[src/rtl/lane_reuse_scheduler.sv]
// lane_reuse_scheduler: shares one registered data lane between two requesters
// feeding a lane-reuse demux (requester 0 -> outlane1, requester 1 -> outlane2).
// Round-robin arbitration, bursts of at most MaxBurst beats, and one idle
// turnaround cycle between grants. The demux select is delayed one cycle behind
// datalane so that it lines up with the demux input register.
// Optional build macro LANE_SCHED_STATS_EN adds saturating beat/turn counters.
module lane_reuse_scheduler #(
  parameter int Width    = 8,
  parameter int MaxBurst = 4
) (
  input  logic             clk,
  input  logic             resetn,
  input  logic             req0_valid,
  input  logic [Width-1:0] req0_data,
  output logic             req0_ready,
  input  logic             req1_valid,
  input  logic [Width-1:0] req1_data,
  output logic             req1_ready,
  output logic [Width-1:0] datalane,
  output logic             sel0x,
  output logic             sel1x,
  output logic             busy
`ifdef LANE_SCHED_STATS_EN
  ,
  output logic [15:0]      beats0,
  output logic [15:0]      beats1,
  output logic [15:0]      turn_count
`endif
);

  localparam int CntW = $clog2(MaxBurst + 1);
  localparam logic [CntW-1:0] LastBeat = CntW'(MaxBurst - 1);

  typedef enum logic [1:0] {
    IDLE   = 2'd0,
    GRANT0 = 2'd1,
    GRANT1 = 2'd2,
    TURN   = 2'd3
  } state_t;

  state_t            state_q, state_d;
  logic              last_grant_q, last_grant_d;
  logic [CntW-1:0]   burst_cnt_q, burst_cnt_d;
  logic [Width-1:0]  datalane_q, datalane_d;
  logic [1:0]        sel_pend_q, sel_pend_d;
  logic [1:0]        sel_q, sel_d;
  logic              beat0, beat1;

  // Ready depends only on the registered grant state, so it can never be high for both.
  assign req0_ready = (state_q == GRANT0);
  assign req1_ready = (state_q == GRANT1);
  assign beat0      = req0_valid && req0_ready;
  assign beat1      = req1_valid && req1_ready;

  assign datalane = datalane_q;
  assign sel0x    = sel_q[0];
  assign sel1x    = sel_q[1];
  assign busy     = (state_q != IDLE);

  // Next-state: arbitration in IDLE/TURN, burst accounting while granted.
  always_comb begin
    state_d      = state_q;
    last_grant_d = last_grant_q;
    burst_cnt_d  = burst_cnt_q;
    case (state_q)
      IDLE, TURN: begin
        burst_cnt_d = '0;
        // On a tie the requester that was not granted last time wins.
        if (req0_valid && (!req1_valid || last_grant_q)) begin
          state_d      = GRANT0;
          last_grant_d = 1'b0;
        end else if (req1_valid) begin
          state_d      = GRANT1;
          last_grant_d = 1'b1;
        end else begin
          state_d = IDLE;
        end
      end
      GRANT0, GRANT1: begin
        if (beat0 || beat1) begin
          if (burst_cnt_q == LastBeat) begin
            state_d     = TURN;
            burst_cnt_d = '0;
          end else begin
            burst_cnt_d = burst_cnt_q + 1'b1;
          end
        end else begin
          // Requester withdrew: the rest of its burst allowance is forfeited.
          state_d     = TURN;
          burst_cnt_d = '0;
        end
      end
      default: begin
        state_d     = IDLE;
        burst_cnt_d = '0;
      end
    endcase
  end

  // Datapath: the lane carries the beat one cycle after acceptance, select one cycle later still.
  always_comb begin
    datalane_d = '0;
    if (beat0) begin
      datalane_d = req0_data;
    end else if (beat1) begin
      datalane_d = req1_data;
    end
    sel_pend_d = {beat1, beat0};
    sel_d      = sel_pend_q;
  end

  // State and datapath registers with asynchronous clear.
  always_ff @(posedge clk or negedge resetn) begin
    if (!resetn) begin
      state_q      <= IDLE;
      last_grant_q <= 1'b1;
      burst_cnt_q  <= '0;
      datalane_q   <= '0;
      sel_pend_q   <= 2'b00;
      sel_q        <= 2'b00;
    end else begin
      state_q      <= state_d;
      last_grant_q <= last_grant_d;
      burst_cnt_q  <= burst_cnt_d;
      datalane_q   <= datalane_d;
      sel_pend_q   <= sel_pend_d;
      sel_q        <= sel_d;
    end
  end

`ifdef LANE_SCHED_STATS_EN
  logic [15:0] beats0_q, beats0_d;
  logic [15:0] beats1_q, beats1_d;
  logic [15:0] turn_count_q, turn_count_d;

  assign beats0     = beats0_q;
  assign beats1     = beats1_q;
  assign turn_count = turn_count_q;

  // Saturating statistics counters.
  always_comb begin
    beats0_d     = beats0_q;
    beats1_d     = beats1_q;
    turn_count_d = turn_count_q;
    if (beat0 && (beats0_q != 16'hFFFF)) begin
      beats0_d = beats0_q + 16'd1;
    end
    if (beat1 && (beats1_q != 16'hFFFF)) begin
      beats1_d = beats1_q + 16'd1;
    end
    if ((state_q == TURN) && (turn_count_q != 16'hFFFF)) begin
      turn_count_d = turn_count_q + 16'd1;
    end
  end

  // Statistics registers.
  always_ff @(posedge clk or negedge resetn) begin
    if (!resetn) begin
      beats0_q     <= '0;
      beats1_q     <= '0;
      turn_count_q <= '0;
    end else begin
      beats0_q     <= beats0_d;
      beats1_q     <= beats1_d;
      turn_count_q <= turn_count_d;
    end
  end
`endif

endmodule

[config.mk]
export PLATFORM = sky130hd
export DESIGN_NAME = lane_reuse_scheduler
export DESIGN_NICKNAME = d
export VERILOG_FILES = /design/src/rtl/lane_reuse_scheduler.sv
export SDC_FILE = /design/constraint.sdc
export NUM_CORES = 1
export LEC_CHECK = 0
export BUFFER_PORTS_ARGS = -buffer_cell sky130_fd_sc_hd__buf_4
export CORE_MARGIN = 2
export CORE_UTILIZATION = 47
export CTS_CLUSTER_DIAMETER = 150
export CTS_CLUSTER_SIZE = 16
export DETAILED_ROUTE_END_ITERATION = 6
export PLACE_DENSITY = 0.9
export SLEW_MARGIN = 10
export SYNTH_ARGS = -nofsm -noshare
export SYNTH_HDL_FRONTEND = slang
export SYNTH_SLANG_ARGS = --single-unit
[constraint.sdc]
create_clock -name clk -period 3.4 [get_ports clk]
set_clock_uncertainty 0.05 [all_clocks]
set_input_delay 0.34 -clock clk [delete_from_list [all_inputs] [get_ports clk]]
set_output_delay 0.34 -clock clk [all_outputs]
set_load 0.01 [all_outputs]
======== Yosys cells after proc, flatten, opt, wreduce, memory -nomap -nowiden ========
Index checks and enable logic that the tools add are counted.
word-level totals
  bits in registers ....................... 18
  latch bits .............................. 0
  RAM bits ................................ 0
  ROM bits ................................ 0
  input port bits ......................... 20
  output and inout port bits .............. 13
  word-level logic and storage cells ...... 36
  memories kept ........................... 0
cells by class
  add/sub/neg operators ................... 1
  multiply operators ...................... 0
  divide/modulo/power cells ............... 0
  $lt $le $gt $ge ......................... 0
  equality and inequality tests ........... 5
  shift operators ......................... 0
  multiplexer cells ....................... 12
  bitwise logic cells ..................... 0
  reduce and logical (&&, ||, !) cells .... 12
operators by type and width
  operator                                                          count
  8-bit 2-to-1 mux                                                  2
  2-bit 2-to-1 mux                                                  4
  3-bit 2-to-1 mux                                                  2
  3-bit case mux with 2 select lines                                1
  2-bit == test (second input constant)                             2
  2-bit case mux with 2 select lines                                1
  2-bit nonzero test                                                2
  2-bit OR reduction                                                2
  3-bit by 1-bit adder with 3-bit output (second input constant)    1
  3-bit by 2-bit == test with 1-bit output (second input constant)  1
  1-bit logical AND                                                 3
  3-bit inequality test (second input constant)                     1
  2-bit by 1-bit == test with 1-bit output (second input constant)  1
  2-bit zero test                                                   1
  1-bit logical OR                                                  2
  1-bit 2-to-1 mux                                                  2
  2-bit AND reduction                                               1
  1-bit zero test                                                   1

======== Longest topological paths before layout ========
Gate-level depths: netlist of the first run.
  depth in word-level cells ............... 5
  gate-level depth with buffers ........... 6
  depth with buffers taken out ............ 5

======== Least setup slack after synthesis of the first run ========
Ideal clock, no wire load.
  path type ............................... reg-to-reg
  from .................................... reg state_q[0]
  to ...................................... reg datalane_q[0], in the netlist datalane[0]
  library setup time ...................... 121 ps
  arrival time ............................ 1188 ps
  required time ........................... 3229 ps
  setup slack ............................. 2041 ps
  cell stages (with the launch flop) ...... 7
  buffers on the path ..................... 1
  path through ............................ dfrtp_1 inv_1 ha_1 and2_4 nor2b_4 buf_6 a22o_1
between the ends
  longest elaborated chain between the ends .. 4
  elaborated cells on any way between the ends .. 6
RTL lines
  element                 RTL line  text
  start, declared         41        state_t state_q, state_d;
  start signal, assigned  122       state_q <= state_d;
  2-bit == test           51        assign req1_ready = (state_q == GRANT1);
  via req1_ready          18        output logic req1_ready,
  1-bit logical AND       53        assign beat1 = req1_valid && req1_ready;
  via beat1               47        logic beat0, beat1;
  8-bit 2-to-1 mux        105       end else if (beat1) begin
  8-bit 2-to-1 mux        103       if (beat0) begin
  via datalane_d[0]       44        logic [Width-1:0] datalane_q, datalane_d;
  end signal, assigned    125       datalane_q <= datalane_d;
  end, declared           44
The timed path passes the listed nets, and every way through them passes these cells.
A chain may end at the register's enable or synchronous reset.

======== Worst setup path after layout of the first run ========
  from .................................... reg state_q[0]
  to ...................................... out busy
between the ends
  longest elaborated chain between the ends .. 1
RTL lines
  element             RTL line  text
  2-bit nonzero test  58        assign busy = (state_q != IDLE);
  end, declared       22        output logic busy
Every way passes these cells.

==> metrics.md, run 1 <==
| Metric | Value |
|---|---|
| DR pass1 iterations | `2` |
| # H-tree levels | `1` |
| CP Launch Type | `register` |
| Initial DRC count | `6` |
| WP data arrival | `approximately 1.1 ns` |
| TNS Setup | `0 ns` |
| Peak VDD IR | `just over 0.0004 V` |
| Gr usage total | `between 10% and 20%` |
| Post-Place Setup Slack | `1.951 ns` |
| Setup ws final | `~1.9 ns` |
| Met3 wire length | `~42 µm` |
| Clk slew on worst S/H paths | `0.10 ns` |
| HP Start | `req1_data[5]` |
| Wirelength per Cell | `14.87 µm` |
| R2r worst-path depth | `5` |
| Yosys cell types | `17` |
| Sink Count | `18` |
| Detailed Route WL | `around 1500 µm` |
| Row count | `14` |
| IO Pins | `33` |
| Worst-Margin Slew | `about 0.26 ns` |
| Root Driver | `clkbuf_4` |
| Cell count after synthesis | `52` |
| Status | `completed` |
| Vias/cell | `5.097` |
| RSZ-0062 raised after global routing | `false` |
| Area leader, netlist | `dfrtp_1` |
| Via count | `525` |
| Synth top area share | `58.22%` |
| R2r setup slk | `1.93 ns` |
| Crit-path max FO | `3` |
| Hold path endpoint | `datalane[5]` |
| Sequential share of the synthesized area | `around three fifths` |
| P_leak | `0.0005454 µW` |
| Final Hold Viols | `0` |
| Max Slew Vio Count | `0` |
| Tcrit/Tclk final | `44.69%` |
| Dpl cell area | `968.4 µm²` |
| Post-layout min period | `1.520 ns` |
| Hpwl dp | `1128 µm` |
| Die height | `between 40 and 50 µm` |
| Pwr Density | `between 700 and 800 mW/mm²` |
| Gr ovfl total | `0` |
| Layout cells sized above 1 | `between 40 and 50%` |
| Critical Path RT | `3.01 ns` |
| Hold path depth | `2` |
| Avg Inst Size Synth | `approximately 14 µm²` |
| Port bufs | `32` |
| DRC violations left | `0` |
| Full die area | `0.001886 mm²` |
| Met2 WL | `851 µm` |
| Fmax | `about 0.66 GHz` |
| CP endpoint kind | `output port` |
| Worst rel slew slack | `82.67%` |
| Core box area | `0.001489 mm²` |
| CTS tree | `done` |
| First-pass GRT wire length | `~2400 µm` |
| Layout Area Growth over Synthesis | `38.87%` |
| Mapped Nets | `76` |
| Fillers | `112` |
| FF-to-FF Start | `state_q[1]` |
| Synth top area cells | `dfrtp_1 58%, a22o_1 9.6%, ha_1 6.8%` |
| Met1 wire length | `617 µm` |
| Reg-to-Reg End | `state_q[1]` |
| Highest metal used | `met4` |
| Clock Latency Late Sink | `0.30 ns` |
| Chip Width | `43.43 µm` |
| Worst Hold Slack | `0.1948 ns` |
| Final setup fails | `0` |
| Diode count | `0` |
| FF+latch count, synth | `18` |
| Design area | `around 0.0010 mm²` |
| Total CTS buffers | `3` |
| Initial antenna violation count | `0` |
| Vias in the first global route | `about 530` |
| Final Core Density | `68.15%` |
| Initial Util | `49.08%` |
| Routability cong. | `0.7729` |
| CTS-repair resized insts | `0` |
| Setup Crit Path Kind | `register to output port` |
| Maxcap violations | `0` |
| Synthesis Warnings | `0` |
| Antenna Nets Post-Route | `0` |
| Layout net count | `between 100 and 150` |
| Mapped cell area | `730.7 µm²` |
| CTS Buffer Depth | `2` |
| Pin count of the biggest net entering global routing | `19` |
| Tightest Hold Check Type | `input port to register` |
[timing repair]
| action | CTS | global route |
|---|---|---|
| setup buffers | 0 | 0 |
| hold buffers | 1 | 0 |
| setup endpoints to repair | 0 | 0 |
| endpoints found under the hold margin | 17 | 0 |
[Yosys cell counts (all sizes together)]
cell,instances
dfstp,1
o221ai,1
nor2,2
ha,4
a22o,8
inv,6
dfrtp,17
o21ba,1
nor2b,1
a21boi,1
buf,2
o22a,1
or2b,1
a21oi,1
o2111a,1
and2,2
o21ai,2
[worst max path at each step]
stage                     from     endpoint  slack, ns  cells past startpoint
floorplan           state_q[0]  datalane[0]       2.04                      6
global placement    state_q[1]   state_q[1]       2.04                      5
detailed placement  state_q[1]   state_q[1]       1.95                      5
CTS                 state_q[0]         busy       1.87                      4
global route        state_q[0]         busy       1.82                      4
finish              state_q[0]         busy       1.88                      4
[cells in the final DEF, fill, tap and decap left out]
cell type	n
a21oi_1	1
nor2b_4	1
dfstp_2	1
o22a_1	1
clkbuf_8	1
and2_4	2
inv_1	6
o21ba_2	1
dlygate4sd3_1	1
dfrtp_1	17
ha_1	4
clkbuf_4	3
a22o_1	8
o221ai_2	1
or2b_1	1
nor2_1	2
o21ai_0	2
a21boi_0	1
buf_4	32
o2111a_1	1
[cells by family (layout without fill, tap and decap cells)]
logic type / Yosys count / count (layout) / share of synthesized area, %
and+or+nand+nor: 6 / 6 / 6.336
buffers and inverters: 8 / 43 / 6.164
DFF: 18 / 18 / 61.82
AOI/OAI and AO/OA: 16 / 16 / 18.84
adders and majority gates: 4 / 4 / 6.850
[power by group]
part	switching [µW]	internal (µW)
Clock	66.9	65.4
Combinational	134	146
Sequential	27.8	277
[per-stage QoR]
step                      total power, µW  instances
after floorplan                     477.1         52
after global placement              569.9         98
after detailed placement            587.5         98
after CTS                           721.6        103
after global routing                759.8        103
final                               716.7        103
[sequential cells by signal, indices dropped and copies added, names as in the netlist]
name,flops
last_grant_q,1
burst_cnt_q,3
sel_q,2
state_q,2
datalane,8
sel_d,2
[worst max-delay path, cell delays in order (launching register included)]
cell     delay (ns)
dfrtp_1        0.41
inv_1          0.10
ha_1           0.15
inv_1          0.04
buf_4          0.13
[final cells by class]
class | instances | area, µm² | share of cell area [%]
sequential | 18 | 451.7 | 44.51
inverter | 6 | 22.52 | 2.219
tap | 16 | 20.02 | 1.973
timing repair buffer | 33 | 250.2 | 24.66
multi-input combinational | 26 | 234.0 | 23.06
clock buffer | 4 | 36.28 | 3.576
[routing by layer]
layer,GRT usage (%),vias up
met1,21.55,255
met3,1.250,2
li1,-,253
met5,0,-
met2,31.94,15
met4,10.91,0
(Power assumes the default switching activity.)
==> run 2: changes to the inputs <==
--- a/config.mk
+++ b/config.mk
@@ -5,13 +5,14 @@
 export SDC_FILE = /design/constraint.sdc
 export NUM_CORES = 1
 export LEC_CHECK = 0
+export ABC_AREA = 1
 export BUFFER_PORTS_ARGS = -buffer_cell sky130_fd_sc_hd__buf_4
 export CORE_MARGIN = 2
-export CORE_UTILIZATION = 47
+export CORE_UTILIZATION = 45
 export CTS_CLUSTER_DIAMETER = 150
 export CTS_CLUSTER_SIZE = 16
 export DETAILED_ROUTE_END_ITERATION = 6
-export PLACE_DENSITY = 0.9
+export PLACE_DENSITY = 0.86
 export SLEW_MARGIN = 10
 export SYNTH_ARGS = -nofsm -noshare
 export SYNTH_HDL_FRONTEND = slang
==> constraint.sdc (replaced) <==
create_clock -name clk -period 1.4 [get_ports clk]
set_clock_uncertainty 0.05 [all_clocks]
set_input_delay 0.14 -clock clk [delete_from_list [all_inputs] [get_ports clk]]
set_output_delay 0.14 -clock clk [all_outputs]
set_load 0.01 [all_outputs]
==> run 2 against run 1 <==
Compared with the run above: routed wire length up 18%; sequential power rose by 150%; combinational power rose to 3.0 times the previous value; die area grew 8.4%; hold slack worse by 0.19 ns; critical path depth shrank 1; via count up 26%; sequential share of layout area decreased by 3.2 points; first-iteration DRC count fell by 17%; highest routed layer unchanged.
==> metrics.md, run 2 <==
| Metric | Value |
|---|---|
| Root Driver | `clkbuf_4` |
| IO Pins | `33` |
| Worst-Margin Slew | `0.2636 ns` |
| Dpl cells | `125` |
| Most common cell in the netlist | `nand2_1` |
| P_leak | `0.0006257 µW` |
| Synth top area share | `55.65%` |
| Layout Area Growth over Synthesis | `43.04%` |
| Synth top area cells | `dfrtp_1 56%, nand2_1 12%, ha_1 6.5%` |
| Synthesis Warnings | `0` |
| Post-route insts no fill | `around 130` |
| Tightest Hold Check Type | `input port to register` |
| CTS tree | `done` |
| Gr ovfl total | `0` |
| Total CTS buffers | `3` |
| FF-to-FF Start | `state_q[1]` |
| Via count | `659` |
| Sink Count | `18` |
| R2r worst-path depth | `7` |
| Antenna Nets Post-Route | `0` |
| Area leader, netlist | `dfrtp_1` |
| Critical Path RT | `1.21 ns` |
| Wirelength per Cell | `13.58 µm` |
| Post-Synth XOR/XNOR Area | `0%` |
| Post-Synth Adder-Cell Area | `about 6.5%` |
| Max Slew Vio Count | `0` |
| Gr usage total | `21.30%` |
| DR pass1 iterations | `4` |
| Post-synth EDFFs | `0` |
| Final Core Density | `just over 70%` |
| Routability cong. | `0.8678` |
| Worst rel slew slack | `82.24%` |
| CTS Buffer Depth | `2` |
| Synth Area in Simple Gates | `27.66%` |
| Multi-input gate area | `284.0 µm²` |
| Mapped Nets | `101` |
| First-pass GRT wire length | `~3000 µm` |
| # H-tree levels | `1` |
| DRC violations left | `0` |
| Full die area | `approximately 0.0020 mm²` |
| TNS Setup | `0 ns` |
| Commonest cells in the netlist | `25 x nand2_1, 17 x dfrtp_1, 8 x nand3_1, 7 x inv_1` |
| Mapped cell area | `roughly 760 µm²` |
| Layout cells sized above 1 | `38.46%` |
| Cell count after synthesis | `77` |
| Post-layout min period | `1.336 ns` |
| Detailed Route WL | `around 1800 µm` |
| CP Launch Type | `register` |
| Fillers | `between 100 and 150` |
| Status | `completed` |
| Maxcap violations | `0` |
| Clk slew on worst S/H paths | `0.10 ns` |
| Mux cell area share after synthesis | `0%` |
| Setup Crit Path Kind | `register to output port` |
| WP data arrival | `1.15 ns` |
| FF/Latch Area | `roughly 450 µm²` |
| Initial antenna violation count | `0` |
| Tcrit/Tclk final | `a little over nine tenths` |
| Reg-to-Reg End | `state_q[0]` |
| Final setup fails | `0` |
| Sequential share of the synthesized area | `59.08%` |
| Core box area | `about 0.0015 mm²` |
| Pwr Density | `1691 mW/mm²` |
| Commonest cells after routing, fill and taps aside | `33 x buf_4, 25 x nand2_1, 17 x dfrtp_1` |
| Fmax | `about 0.75 GHz` |
| Port bufs | `32` |
| Peak VDD IR | `0.001117 V` |
| Worst Hold Slack | `0.003501 ns` |
| Crit-path max FO | `3` |
| Hold path endpoint | `datalane[5]` |
| Diode count | `0` |
| Avg Inst Size Synth | `~9.9 µm²` |
| R2r setup slk | `0.07 ns` |
| CP endpoint kind | `output port` |
| Clock Latency Late Sink | `0.29 ns` |
| HP Start | `req0_data[5]` |
| Chip Width | `45.22 µm` |
| Hpwl dp | `around 1300 µm` |
| Layout net count | `142` |
| FF+latch count, synth | `18` |
| Pin count of the biggest net entering global routing | `19` |
| RSZ-0062 raised after global routing | `false` |
| Fraction of registers with async set/reset | `100.0%` |
| Largest family of logic cells by synthesized area | `simple AND/OR/NAND/NOR gates` |
| Vias in the first global route | `just under 700` |
| Max reg flops | `8` |
| Synth Area in Compound Gates | `2.291%` |
| Final Hold Viols | `0` |
| Hold path depth | `3` |
| Ys flop type | `dfrtp_1` |
| Row count | `14` |
| Most common cell after layout, fill and taps aside | `buf_4` |
| Initial Util | `49.59%` |
| Die height | `roughly 45 µm` |
| Yosys cell types | `15` |
| Vias/cell | `between 4 and 5` |
| Initial DRC count | `5` |
## run 2: cell count changes in the layout (fill, tap and decap cells not counted), sizes merged, moves of 2 or more
cell / before / now
a22o: 8 / 0
and2: 2 / 0
dlygate4sd3: 1 / 3
inv: 6 / 9
nand2: 0 / 27
nand3: 0 / 9
nand4: 0 / 2
nor2: 2 / 4
## run 2: per-stage QoR
step,area (µm²),total power (µW),worst slack [ns]
finish,1094,1850,0.06367
global placement,1025,1497,0.1394
global route,1094,1981,0.009741
floorplan,764.5,1216,0.1685
CTS,1081,1824,0.02091
detailed placement,1025,1540,0.07788
## run 2: worst max-delay path by stage
stage | from | end | slack (ns)
after floorplan | state_q[1] | state_q[0] | 0.17
after global placement | state_q[1] | state_q[1] | 0.14
after detailed placement | state_q[1] | state_q[1] | 0.08
after CTS | state_q[1] | state_q[0] | 0.02
after global routing | state_q[0] | state_q[1] | 0.01
final | state_q[1] | req0_ready | 0.06
## run 2: what timing repair did
action	CTS	global route
hold buffers	3	0
hold endpoints to repair	20	0
buffers inserted	0	1
endpoints found under the setup margin	0	5
resized for setup	0	2
## run 2: layout make-up
type / count / area share (%)
flip-flops and latches: 18 / 41.30
multi-input cells: 50 / 25.97
repair buffers: 36 / 25.40
inverters: 9 / 3.089
clock buffers: 4 / 2.403
well taps: 16 / 1.831
## run 2: cells by family (layout without fill, tap and decap cells)
group | count (synthesis) | after routing
flip-flops | 18 | 18
adder cells (fa/ha/maj) | 4 | 4
AND/OR/NAND/NOR | 43 | 43
buffers and inverters | 9 | 49
AO/OA/AOI/OAI | 3 | 3
## run 2: layer usage
layer	track usage (%)	vias to the layer above	share of wire [%]
li1	-	320	-
met3	3.200	4	2.0
met2	38.00	17	60
met1	23.24	318	35
met4	13.53	0	1.9
met5	0	-	0
## run 2: where the power goes
| group | switching (µW) | total, µW | leakage [µW] | internal [µW] |
|---|---|---|---|---|
| Sequential | 70.4 | 748 | 0.000236 | 677 |
| Combinational | 480 | 844 | 0.000375 | 364 |
| Clock | 148 | 258 | 0.0000150 | 111 |
| Total | 698 | 1850 | 0.000626 | 1150 |
## run 2: worst max-delay path, stage by stage (launching register included)
cell     delay, ns
dfrtp_1       0.41
inv_1         0.10
ha_2          0.23
buf_4         0.13
